### src/rtl/jt89_wr_arb.sv
// Two-requester write arbiter for the jt89 PSG write port.
// Requesters A (68k) and B (Z80) share one 8-bit port. Accepted bytes queue in a
// small FIFO and are replayed to the PSG as single-cycle active-low strobes. The
// strobes are spaced by a programmable number of clk_en ticks. A requester that
// sends a tone latch holds the port until its data byte arrives, or until a
// timeout expires.
module jt89_wr_arb #(
  parameter int unsigned AW      = 2,
  parameter int unsigned GAP     = 32,
  parameter int unsigned LOCK_TO = 1023
) (
  input  logic          clk,
  input  logic          rst,
  input  logic          clk_en,
  input  logic          a_wr,
  input  logic [7:0]    a_din,
  output logic          a_ready,
  input  logic          b_wr,
  input  logic [7:0]    b_din,
  output logic          b_ready,
  output logic          psg_wr_n,
  output logic [7:0]    psg_din,
  output logic [AW:0]   level,
  output logic          busy
);

  localparam int unsigned Depth     = 1 << AW;
  localparam logic [AW:0] FullLevel = (AW+1)'(Depth);
  localparam logic [8:0]  GapTicks  = 9'(GAP);
  localparam logic [9:0]  LockLast  = 10'(LOCK_TO - 1);

  typedef enum logic [1:0] {LockNone, LockA, LockB} lock_e;
  typedef enum logic [1:0] {StIdle, StStrobe, StHold} pacer_e;

  // FIFO storage and pointers
  logic [7:0]    mem_q [Depth];
  logic [AW-1:0] wr_ptr_q, rd_ptr_q;
  logic [AW:0]   level_q, level_d;
  logic          full, empty;

  // Arbitration state; last_grant_q: 0 = A, 1 = B
  lock_e         lock_q, lock_d;
  logic          last_grant_q, last_grant_d;
  logic [9:0]    to_cnt_q, to_cnt_d;

  // Pacer state
  pacer_e        st_q, st_d;
  logic [7:0]    gap_cnt_q, gap_cnt_d;
  logic [8:0]    gap_sum;
  logic          wr_n_q, wr_n_d;
  logic [7:0]    din_q, din_d;

  logic          acc_a, acc_b, push, pop;
  logic [7:0]    push_data;
  logic          push_is_tone;

  assign full  = (level_q == FullLevel);
  assign empty = (level_q == '0);

  // Ready generation: lock owner has the port alone, otherwise round-robin on ties
  always_comb begin
    a_ready = 1'b0;
    b_ready = 1'b0;
    case (lock_q)
      LockA: a_ready = !full;
      LockB: b_ready = !full;
      default: begin
        a_ready = !full && (!b_wr || last_grant_q);
        b_ready = !full && (!a_wr || !last_grant_q);
      end
    endcase
  end

  assign acc_a     = a_wr && a_ready;
  assign acc_b     = b_wr && b_ready;
  assign push      = acc_a || acc_b;
  assign push_data = acc_a ? a_din : b_din;
  // Tone latch: latch byte, frequency (not volume) register, not the noise channel
  assign push_is_tone = push_data[7] && !push_data[4] && (push_data[6:5] != 2'b11);

  // Next-state for grant history, pair lock and lock idle timeout
  always_comb begin
    lock_d       = lock_q;
    last_grant_d = last_grant_q;
    to_cnt_d     = to_cnt_q;
    if (push) begin
      last_grant_d = acc_b;
    end
    case (lock_q)
      LockA, LockB: begin
        // Only the owner can be accepted while locked, so push implies owner
        if (push) begin
          to_cnt_d = '0;
          if (!push_is_tone) begin
            lock_d = LockNone;
          end
        end else if (to_cnt_q == LockLast) begin
          lock_d   = LockNone;
          to_cnt_d = '0;
        end else begin
          to_cnt_d = to_cnt_q + 10'd1;
        end
      end
      default: begin
        to_cnt_d = '0;
        if (push && push_is_tone) begin
          lock_d = acc_a ? LockA : LockB;
        end
      end
    endcase
  end

  assign gap_sum = {1'b0, gap_cnt_q} + {8'd0, clk_en};

  // Pacer next-state: launch from IDLE on a PSG tick, chain from HOLD once the gap elapses
  always_comb begin
    st_d      = st_q;
    gap_cnt_d = gap_cnt_q;
    wr_n_d    = 1'b1;
    din_d     = din_q;
    pop       = 1'b0;
    case (st_q)
      StIdle: begin
        if (!empty && clk_en) begin
          pop    = 1'b1;
          din_d  = mem_q[rd_ptr_q];
          wr_n_d = 1'b0;
          st_d   = StStrobe;
        end
      end
      StStrobe: begin
        // The strobe cycle's own tick counts toward the spacing
        gap_cnt_d = {7'd0, clk_en};
        st_d      = StHold;
      end
      StHold: begin
        if (gap_sum >= GapTicks) begin
          gap_cnt_d = '0;
          if (!empty) begin
            pop    = 1'b1;
            din_d  = mem_q[rd_ptr_q];
            wr_n_d = 1'b0;
            st_d   = StStrobe;
          end else begin
            st_d = StIdle;
          end
        end else begin
          gap_cnt_d = gap_sum[7:0];
        end
      end
      default: begin
        st_d      = StIdle;
        gap_cnt_d = '0;
      end
    endcase
  end

  // FIFO occupancy next-state
  always_comb begin
    level_d = level_q;
    case ({push, pop})
      2'b10:   level_d = level_q + 1'b1;
      2'b01:   level_d = level_q - 1'b1;
      default: level_d = level_q;
    endcase
  end

  // State registers with synchronous reset
  always_ff @(posedge clk) begin
    if (rst) begin
      wr_ptr_q     <= '0;
      rd_ptr_q     <= '0;
      level_q      <= '0;
      lock_q       <= LockNone;
      last_grant_q <= 1'b1;
      to_cnt_q     <= '0;
      st_q         <= StIdle;
      gap_cnt_q    <= '0;
      wr_n_q       <= 1'b1;
      din_q        <= '0;
    end else begin
      if (push) begin
        wr_ptr_q <= wr_ptr_q + 1'b1;
      end
      if (pop) begin
        rd_ptr_q <= rd_ptr_q + 1'b1;
      end
      level_q      <= level_d;
      lock_q       <= lock_d;
      last_grant_q <= last_grant_d;
      to_cnt_q     <= to_cnt_d;
      st_q         <= st_d;
      gap_cnt_q    <= gap_cnt_d;
      wr_n_q       <= wr_n_d;
      din_q        <= din_d;
    end
  end

  // FIFO data array; contents are don't-care once pointers reset
  always_ff @(posedge clk) begin
    if (push) begin
      mem_q[wr_ptr_q] <= push_data;
    end
  end

  assign psg_wr_n = wr_n_q;
  assign psg_din  = din_q;
  assign level    = level_q;
  assign busy     = !empty || (st_q != StIdle);

endmodule
### config.mk
export PLATFORM = sky130hd
export DESIGN_NAME = jt89_wr_arb
export DESIGN_NICKNAME = d
export VERILOG_FILES = /design/src/rtl/jt89_wr_arb.sv
export SDC_FILE = /design/constraint.sdc
export NUM_CORES = 1
export LEC_CHECK = 0
export BUFFER_PORTS_ARGS = -buffer_cell sky130_fd_sc_hd__buf_2
export CAP_MARGIN = 0
export CELL_PAD_IN_SITES_DETAIL_PLACEMENT = 1
export CELL_PAD_IN_SITES_GLOBAL_PLACEMENT = 2
export CORE_ASPECT_RATIO = 0.75
export CORE_MARGIN = 2
export CORE_UTILIZATION = 37
export CTS_BUF_LIST = sky130_fd_sc_hd__clkbuf_8
export CTS_CLUSTER_DIAMETER = 60
export DETAILED_ROUTE_END_ITERATION = 10
export HOLD_SLACK_MARGIN = 0.08
export PLACE_DENSITY_LB_ADDON = 0.25
export SYNTH_ARGS = -nofsm -noshare
export SYNTH_HDL_FRONTEND = slang
export SYNTH_SLANG_ARGS = --single-unit
### constraint.sdc
create_clock -name clk -period 3.1 [get_ports clk]
set_input_delay 0.31 -clock clk [delete_from_list [all_inputs] [get_ports clk]]
set_output_delay 0.31 -clock clk [all_outputs]
set_load 0.01 [all_outputs]
## After elaboration in Yosys (flattened, before gate mapping)

Memories as Yosys holds them, arrays and structs flattened. A register that Yosys moved wholly into a read port is not among the register bits.
Index checks and enable logic that the tools add are counted.

- Memories kept: 1
- Memory bits (writable): 32
- Logic and storage cells: 94
- Register bits after elaboration: 39
- Input port bits: 21

- Equality and inequality tests: 14
- Add/sub/neg operators: 6
- Mux-type cells: 32
- $lt $le $gt $ge: 1
- Reduce and logical (&&, ||, !) cells: 29
- Bitwise operators: 1

Memory list:

| memory | depth | width | read ports | clocked after Yosys merged registers in | write ports | line | source |
|---|---|---|---|---|---|---|---|
| mem_q | 4 | 8 | 1 | 1 | 1 | 36 | `logic [7:0] mem_q [Depth];` |

Operator list:

| kind | number |
|---|---|
| $mux 8 | 5 |
| $pmux 8 s3 | 1 |
| $mux 2 | 10 |
| $pmux 8 s2 | 1 |
| $add 10x1->10 const B | 1 |
| $eq 10x10->1 const B | 1 |
| $add 8x1->9 | 1 |
| $ge 9x6->1 const B | 1 |
| $mux 1 | 9 |
| $logic_and 1x1->1 | 8 |
| $ne 2x2->1 const B | 4 |
| $pmux 1 s2 | 4 |
| $reduce_bool 2->1 | 4 |
| $eq 2x1->1 const B | 3 |
| $eq 2x2->1 const B | 3 |
| $logic_not 1->1 | 6 |
| $ne 3x3->1 const B | 2 |
| $pmux 2 s3 | 1 |
| $pmux 3 s2 | 1 |
| $add 2x1->2 const B | 2 |
| $logic_or 1x1->1 | 4 |
| $reduce_and 4->1 | 1 |
| $reduce_or 4->1 | 1 |
| $add 3x1->3 const B | 1 |
| 8 further kinds | 8 |

## Logic depth before layout (Yosys ltp)

Gate-level depths: netlist of the first run.

- Depth in word-level cells: 12
- Depth in mapped cells: 11
- Depth with buffers taken out: 11

## Worst setup path after synthesis of the first run

OpenSTA, ideal clock, no wires.

- Path type: register -> register
- Start point: register gap_cnt_q[0]
- End point: register level_q[2] (netlist: level[2])
- Buffers on the path: 0
- Data arrival time: 2409 ps
- Setup time: 71 ps
- Slack: 620 ps
- Stages on the path, launching flop included: 12
- Cells stage by stage: dfxtp_1 > ha_1 > and4_1 > a211oi_1 > o21a_1 > o21ai_2 > ha_1 > inv_1 > fa_1 > xor2_1 > or3_1 > a21oi_1

- Word-level cells in the longest chain between the ends: 6
- Elaborated cells on any way between the ends: 8
- Classes of those cells: add/sub (1); order compare (1); eq/ne (2); mux (3); reduce/logical (1)

Ends and longest elaborated chain:

| what | line | source |
|---|---|---|
| start, declared | 48 | `logic [7:0] gap_cnt_q, gap_cnt_d;` |
| start signal, assigned | 193 | `gap_cnt_q <= gap_cnt_d;` |
| $add 8x1->9 (*) | 113 | `assign gap_sum = {1'b0, gap_cnt_q} + {8'd0, clk_en};` |
| $ge 9x6->1 (*) | 137 | `if (gap_sum >= GapTicks) begin` |
| $mux 1 (*) | 137 |  |
| $pmux 1 s2 (*) | 122 | `case (st_q)` |
| via pop | 53 | `logic acc_a, acc_b, push, pop;` |
| $eq 2x1->1 or $eq 2x2->1 (tied branches) | 161 | `case ({push, pop})` |
| $pmux 3 s2 or $reduce_bool 2->1 (tied branches) | - |  |
| end signal, assigned | 188 | `level_q <= level_d;` |
| end, declared | 38 | `logic [AW:0] level_q, level_d;` |

The timed path passes the listed nets; every way through them passes the cells marked *.
A chain may end at the register's enable or synchronous reset.

## Worst setup path in the final report of the first run

- Start point: register lock_q[0]
- End point: register level_q[2] (netlist: level[2])

- Word-level cells in the longest chain between the ends: 6
- Elaborated cells on any way between the ends: 11
- Classes of those cells: eq/ne (4); mux (3); reduce/logical (4)

Ends and longest elaborated chain:

| what | line | source |
|---|---|---|
| start, declared | 42 | `lock_e lock_q, lock_d;` |
| start signal, assigned | 174 | `lock_q <= LockNone;` |
| start signal, assigned | 189 | `lock_q <= lock_d;` |
| $eq 2x2->1 or $eq 2x1->1 (tied branches) | 64 | `case (lock_q)` |
| $pmux 1 s2 | 64 |  |
| $logic_and 1x1->1, on equally long branches | 74, 75 |  |
| $logic_or 1x1->1 (*) | 76 | `assign push = acc_a \|\| acc_b;` |
| $eq 2x1->1 or $eq 2x2->1 (tied branches) | 161 |  |
| $pmux 3 s2 or $reduce_bool 2->1 (tied branches) | - |  |

Every way passes the cells marked *; elsewhere a longest branch is shown, timed or not.

==> flow_results.org, run 1 <==
** CTS
- Postcts setup bufs :: 0
- Counting the buffers created by CTS gives 9.
- Resize count post-CTS :: 0
- CTS tree :: built
- Clock insertion delay at the later pin of the skew report :: approximately 0.36 ns
- Deepest clock path buffer count :: 2
- The H-tree was split into 3 levels.
- Buffers inserted to repair hold after CTS numbered 0.
- Count of clock tree sinks :: between 70 and 80
- Clock transition at the register clock pins on the worst setup and hold paths after CTS :: 0.07 ns
- CTS placed an instance of clkbuf_8 at the clock tree root.

** Place
- Port buffering added 35 buffers.
- Dpl cells :: 430
- At the end of routability-driven placement, the weighted congestion stood at between 0.7 and 0.8.
- After detailed placement, the total cell area comes to roughly 0.0037 mm2.
- The wire-length estimate of the detail-placed layout is roughly 5500 um.

** Drt
- The detail route stage leaves a number of antenna-violating nets equal to 0.
- Dividing the detail-routed wire length by the instance count gives between 15 and 20 um.
- For this block, the initial DRC count from the detailed router was between 80 and 90.
- After detailed routing, the total wire length is roughly 7300 um.
- Via-per-instance ratio :: 5.01
- For this run, design rule violations remaining after detail routing come to 0.
- The pre-antenna-repair detailed-routing pass consisted of 4 iterations.
- Across all layers, the routed design uses between 2000 and 2500 vias.

** Floorplanning
- Area of the die :: 0.00999 mm2
- The floorplan step set the die height to 87.1 um.
- Width of the die :: 115 um
- 36 I/O pins were placed.
- Std-Cell Rows :: 30
- Initial Utilization :: between 30% and 40%
- The core region is 0.00901 mm2.

** Job
- Across the run, the number of max-cap violations was 0.

** Outcome
- The flow ran to the end, and the final reports show no timing, DRC or antenna violations.

** STA
- Number of hold violations in the final report :: 0
- Max Slew Vio Count :: 0
- Max Fclk :: about 370 MHz
- Setup repair after global routing left no endpoint under its margin.
- Final hold analysis gives a worst-case slack of around 0.31 ns.
- Setup violations remaining at the end of the flow were counted as 0.
- Final cycle utilization of the critical path :: between 80 and 90%
- In this run the tightest slew margin relative to its limit is roughly two thirds.
- Minimum clock period :: 2.72 ns
- At the pin with the least slew margin, the transition time is between 0.5 and 0.6 ns.
- Total negative slack for setup checks :: 0 ns
- Post-Route Skew :: between 0.01 and 0.015 ns

** Synthesis
- The synthesized design contains 32 enable-type register cells.
- Post-synthesis sequential element count :: 73
- Synthesized area divided by synthesized cell count :: roughly 12 um2
- Yosys warns :: 0
- Number of cells produced by synthesis :: roughly 300
- Area share of the leading cell type in the synthesized netlist :: 28.2%
- Synthesized netlist net count :: 329
- In the post-synthesis netlist, the biggest area contributors are edfxtp_1 28%, dfxtp_1 24%, ha_1 5.5%.
- Post-Syn Area :: 0.00340 mm2
- Count of cell types in the netlist :: 55
- Synth Flop Type :: dfxtp_1
- Cell taking the most area after synthesis :: edfxtp_1
- Proportion of synthesized flip-flops having asynchronous set or reset :: 0%
- Part of the Yosys area used for sequential elements :: 52.3%

** Setup path
- For the worst setup path, the data required time is between 3 and 4 ns.
- Largest fanout of any net on the critical path :: 12
- RR Startpoint :: lock_q[0]$_SDFFE_PP0P_
- Kind of end point of the critical path :: register
- Worst setup path endpoint :: level[2]$_SDFFE_PP0P_
- R2r setup slk :: about 0.38 ns
- The most critical setup path has its startpoint at lock_q[0]$_SDFFE_PP0P_.
- The worst setup path is launched from a register.
- Setup CP Type :: reg -> reg
- Worst Path Arrival :: between 3 and 4 ns
- In this run the critical register-to-register path is captured at level[2]$_SDFFE_PP0P_.
- Cell depth of the worst flop-to-flop path :: 11

** Finish
- Relative to the synthesized area, the layout overhead comes to 14.0%.
- Final standard cell utilization of the core :: 43.1%
- Cells with a size suffix above 1 make up between 20 and 25% of the layout.
- Most frequent standard cell in the layout excluding fill and tap cells :: dfxtp_1
- Ant. Diodes :: 0
- The final layout contains around 370 nets.
- Non-filler cells, final :: 446
- Non-Filler Cell Area, Final :: ~0.0039 mm2
- Most frequent cells in the layout :: 41 x dfxtp_1, 39 x nor2_1, 35 x buf_2

** Global route
- Global routing used 15.9% of the available tracks across all layers.
- The number of global-route vias before repair was about 2300.
- For this run the aggregate overflow at the end of global routing stands at 0.
- Entering global routing, the biggest net connects 16 pins.
- The first global-routing pass estimated about 12000 um of wire.
- The number of antenna violations at the first check in global routing came to 0.

** Power
- Power spread over the standard cell area amounts to around 760 mW/mm2.
- Combinational logic is responsible for between 20 and 30% of the overall power.
- Switching power of the nets :: 0.953 mW
- IR analysis of the VDD net gives a maximum drop of ~270 uV.
- The internal portion of the total power is 2.00 mW.
- Flop pwr share :: 45.6%
- Leak pwr :: 1.45 nW
- Switching fraction of total power :: around a third
- Clock Power Share :: between 20% and 30%

** Min path
- The tightest min-delay check is of the in -> reg type.
-- routing by layer --
layer / vias up / share of wire [%] / wire length, um / track usage (%)
li1: 1115 / - / - / -
met1: 1089 / 49 / 3590 / 21.2
met2: 20 / 47 / 3420 / 25.0
met3: 9 / 2.6 / 191 / 4.73
met4: 0 / 1.4 / 101 / 5.26
met5: - / 0 / 0 / 0
-- cells by family after synthesis --
family	after synthesis	synth area share (%)
and+or+nand+nor	98	14.4
AOI/OAI and AO/OA	40	9.85
muxes	27	11.2
buffers and inverters	27	3.23
xor gates and xnor gates	11	2.83
DFF	73	52.3
adders and majority gates	16	6.10
-- power by group through the flow --
| stage | clock network (mW) | logic, mW | registers (mW) |
|---|---|---|---|
| 6_report | 0.745 | 0.859 | 1.35 |
| 5_1_grt | 0.808 | 0.966 | 1.37 |
| 4_1_cts | 0.768 | 0.877 | 1.35 |
| 3_5_place_dp | 0 | 0.868 | 1.37 |
| 3_3_place_gp | 0 | 0.858 | 1.36 |
| 2_1_floorplan | 0 | 0.643 | 1.32 |
-- flip-flops by register name, summed over array words and instances, names as in the netlist, named ones only --
signal / cells
st_q: 2
mem_q: 32
gap_cnt_q: 8
last_grant_q: 1
to_cnt_q: 10
psg_din: 8
lock_q: 2
psg_wr_n: 1
level: 3
wr_ptr_q: 2
rd_ptr_q: 2
-- cell type report --
cell class | instances | area [um2]
timing repair buffer | 37 | 190
inverter | 16 | 60.1
tap | 112 | 140
multi-input combinational | 192 | 1510
clock buffer | 10 | 138
clock inverter | 6 | 60.1
fill | 993 | 5130
sequential | 73 | 1780
-- worst max-delay path, stage by stage, from the launching register on --
cell and delay, ns:
dfxtp_1 0.33, inv_1 0.06, ha_1 0.46, o21ai_0 0.32
a21oi_2 0.17, inv_1 0.09, ha_1 0.19, inv_1 0.06
fa_1 0.37, xor2_1 0.15, or3_1 0.31, a21oi_1 0.14
-- cell usage after synthesis (3+ instances only) --
cell and number:
nand2_1 17, o21ai_1 3, edfxtp_1 32, ha_1 15, nand3_1 10, xor2_1 7, xnor2_1 4, nor2_1 39
and2_1 6, o21ai_0 4, o21a_1 3, inv_1 16, mux2i_1 9, nand4_1 3, mux4_2 8, buf_1 3
a211oi_1 3, buf_2 4, mux2_1 8, dfxtp_1 41, clkbuf_1 3, a21oi_1 10, nor3_1 4
-- worst min-delay path by stage --
stage	from	to	slack [ns]	cells past startpoint
global placement	gap_cnt_q[7]$_SDFFE_PP0P_	gap_cnt_q[7]$_SDFFE_PP0P_	0.45	2
detailed placement	gap_cnt_q[7]$_SDFFE_PP0P_	gap_cnt_q[7]$_SDFFE_PP0P_	0.46	2
CTS	b_wr	last_grant_q$_SDFFE_PP1P_	0.30	3
floorplan	gap_cnt_q[7]$_SDFFE_PP0P_	gap_cnt_q[7]$_SDFFE_PP0P_	0.43	2
global route	b_wr	last_grant_q$_SDFFE_PP1P_	0.32	3
finish	b_wr	last_grant_q$_SDFFE_PP1P_	0.31	3
-- through the flow --
step	worst slack (ns)	power, mW
2_1_floorplan	0.620	1.96
3_3_place_gp	0.371	2.22
3_5_place_dp	0.292	2.24
4_1_cts	0.351	3.00
5_1_grt	0.117	3.15
6_report	0.378	2.95
(Power assumes the default switching activity.)
==> run 2: changes to the inputs <==
Settings changed: CTS_BUF_LIST sky130_fd_sc_hd__clkbuf_8 to default, PLACE_DENSITY_LB_ADDON 0.25 to 0.1, SETUP_SLACK_MARGIN from default to 0.1.
==> flow_results.org, run 2 (synthesis gave the netlist of run 1 again) <==
** Finish
- For this run, the post-layout net count is ~370.
- Non-filler cells, final :: between 400 and 500
- The register with the most flip-flops in the layout has 32 of them.
- In the final layout, the registers with the most flip-flops are mem_q x32, to_cnt_q x10.
- Non-Filler Cell Area, Final :: approximately 0.0040 mm2
- The area growth from synthesis to layout is 17.6%.
- # fillers :: between 900 and 1000
- The repair_antennas step left the layout with diodes totalling 0.
- The library cells used most frequently in the layout, excluding fill and tap cells, are 41 x dfxtp_1, 39 x nor2_1, 35 x buf_2.
- Cells with a size suffix above 1 make up between 20% and 30% of the layout.
- The library cell used most frequently in the layout, excluding fill and tap cells, is dfxtp_1.
- Top reg by flops :: mem_q

** Setup path
- Cell repeated most along the worst path :: ha_1
- Worst Path Arrival :: roughly 3.0 ns
- The largest individual stage delay along the critical path comes from the cell fa_1.
- CP startpoint kind :: register
- Peak per-stage delay on the critical path :: roughly 0.38 ns
- The worst setup path is captured at a register.
- Largest fanout of any net on the critical path :: 3
- For the worst setup path, the data required time is 3.36 ns.
- Setup CP Type :: reg -> reg
- The signal on the critical path passes through ha_1 > and4_1 > a211oi_1 > o21a_1 > o21ai_2 > ha_1 > inv_1 > fa_1 > xor2_1 > or3_1 > a21oi_1.

** Floorplanning
- Initial Utilization :: between 30% and 40%
- Width of the die :: 115 um
- In this run the standard cell core region covers about 0.009 mm2.
- In this run the count of I/O pins placed on the die edge is 36.
- Die boundary height :: 87.1 um
- The die covers 0.00999 mm2.
- Std-Cell Rows :: 30

** CTS
- The clock drives 73 sinks.
- CTS buffer count :: 9
- Deepest clock path buffer count :: 2
- H-tree depth :: 3
- Resize count post-CTS :: 0
- Postcts setup bufs :: 0
- The number of hold buffers added after CTS was 0.
- Master cell of the clock root buffer :: clkbuf_16
- CTS tree :: built
- Clock transition at the register clock pins on the worst setup and hold paths after CTS :: approximately 0.060 ns
- Clock latency on the worst-skew pair, taken at its later pin, is between 0.3 and 0.4 ns.

** STA
- Slew HR :: 60.6%
- The count of endpoints failing hold in the final timing report came to 0.
- Max Fclk :: 364 MHz
- Final number of setup-violating endpoints :: 0
- At the pin with the least slew margin, the transition time is a little under 0.6 ns.
- Final-layout worst hold slack :: approximately 0.34 ns
- Total negative slack for setup checks :: 0 ns
- Setup repair after global routing left no endpoint under its margin.
- Final cycle utilization of the critical path :: between 80% and 90%
- The max-slew violation count came to 0.
- Post-Route Skew :: ~0.0043 ns
- The routed design could run at a clock period as short as roughly 2.7 ns.

** Global route
- Number of antenna violations at the first check in global routing :: 0
- Entering global routing, the biggest net connects 17 pins.
- Via count of the first global-routing pass :: roughly 2300
- First-pass GRT wire length :: about 12000 um
- Overall overflow remaining after global route :: 0
- Global routing used 15.5% of the available tracks across all layers.

** Power
- Dividing total power by cell area gives a power density of just over 800 mW/mm2.
- Leak pwr :: approximately 1.5 nW
- The design draws around 3.3 mW.
- Maximum VDD drop :: between 300 and 400 uV

** Drt
- For this block, the routed nets add up to 7120 um of wire.
- Initial detailed-routing violation count :: 90
- The detail route stage leaves a number of antenna-violating nets equal to 0.
- After detailed routing, the average wire length per cell comes to around 16 um.
- The first detailed-routing pass ran for 4 iterations.
- DRC errors left :: 0
- In the routed layout, each cell is associated on average with a via count of between 5 and 6.
- Vias :: around 2300

** Job
- The tool flagged a number of max-cap violations equal to 0.

** Min path
- Kind of path behind the tightest hold check :: in -> reg

** Place
- Placer Congestion :: 0.723
- Dpl cells :: between 400 and 500
- The count of buffers added on input and output ports is 35.
- Post-placement cell area :: ~0.0037 mm2
- Post-DP HPWL :: ~5300 um

** Outcome
- Outcome :: completed
## run 2: per-layer routing
| layer | vias to the layer above | part of all wire, % | GRT usage (%) |
|---|---|---|---|
| met5 | - | 0 | 0 |
| met4 | 0 | 1.5 | 5.91 |
| met3 | 8 | 3.8 | 4.66 |
| met2 | 30 | 42 | 21.9 |
| met1 | 1100 | 52 | 22.5 |
| li1 | 1123 | - | - |
## run 2: worst max-delay path, delay by kind of cell (launching register included)
family	cells	cell delay [ns]
adder cells (fa/ha/maj)	3	0.80
AO/OA/AOI/OAI	4	0.67
AND/OR/NAND/NOR	2	0.63
flip-flops	1	0.35
XOR/XNOR	1	0.16
buffers and inverters	1	0.06
## run 2: report_power, final
part | switching [mW] | leakage, nW | internal (mW)
Combinational | 0.473 | 0.716 | 0.396
Clock | 0.381 | 0.146 | 0.703
Sequential | 0.131 | 0.630 | 1.22
## run 2: area by class of cell
class / count / area (um2) / area share (%)
multi-input cells: 192 / 1510 / 37.8
flip-flops and latches: 73 / 1780 / 44.5
inverters: 16 / 60.1 / 1.50
repair buffers: 38 / 198 / 4.94
clock inverters: 5 / 80.1 / 2.00
clock buffers: 11 / 233 / 5.81
well taps: 112 / 140 / 3.50
## run 2: worst paths after layout
check        cells after the start                       from                         to  slack [ns]
max                             11  gap_cnt_q[0]$_SDFFE_PP0P_      level[2]$_SDFFE_PP0P_        0.36
min                              2                   b_din[0]      mem_q[3][0]$_DFFE_PP_        0.34
max reg2reg                     11  gap_cnt_q[0]$_SDFFE_PP0P_      level[2]$_SDFFE_PP0P_        0.36
min reg2reg                      2  gap_cnt_q[7]$_SDFFE_PP0P_  gap_cnt_q[7]$_SDFFE_PP0P_        0.45
## run 2: per-stage QoR
step                util [%]  setup WS [ns]
floorplan                  -          0.620
global placement        41.0          0.340
detailed placement      41.0          0.209
CTS                     44.5          0.318
global route            44.5          0.192
finish                  44.5          0.356
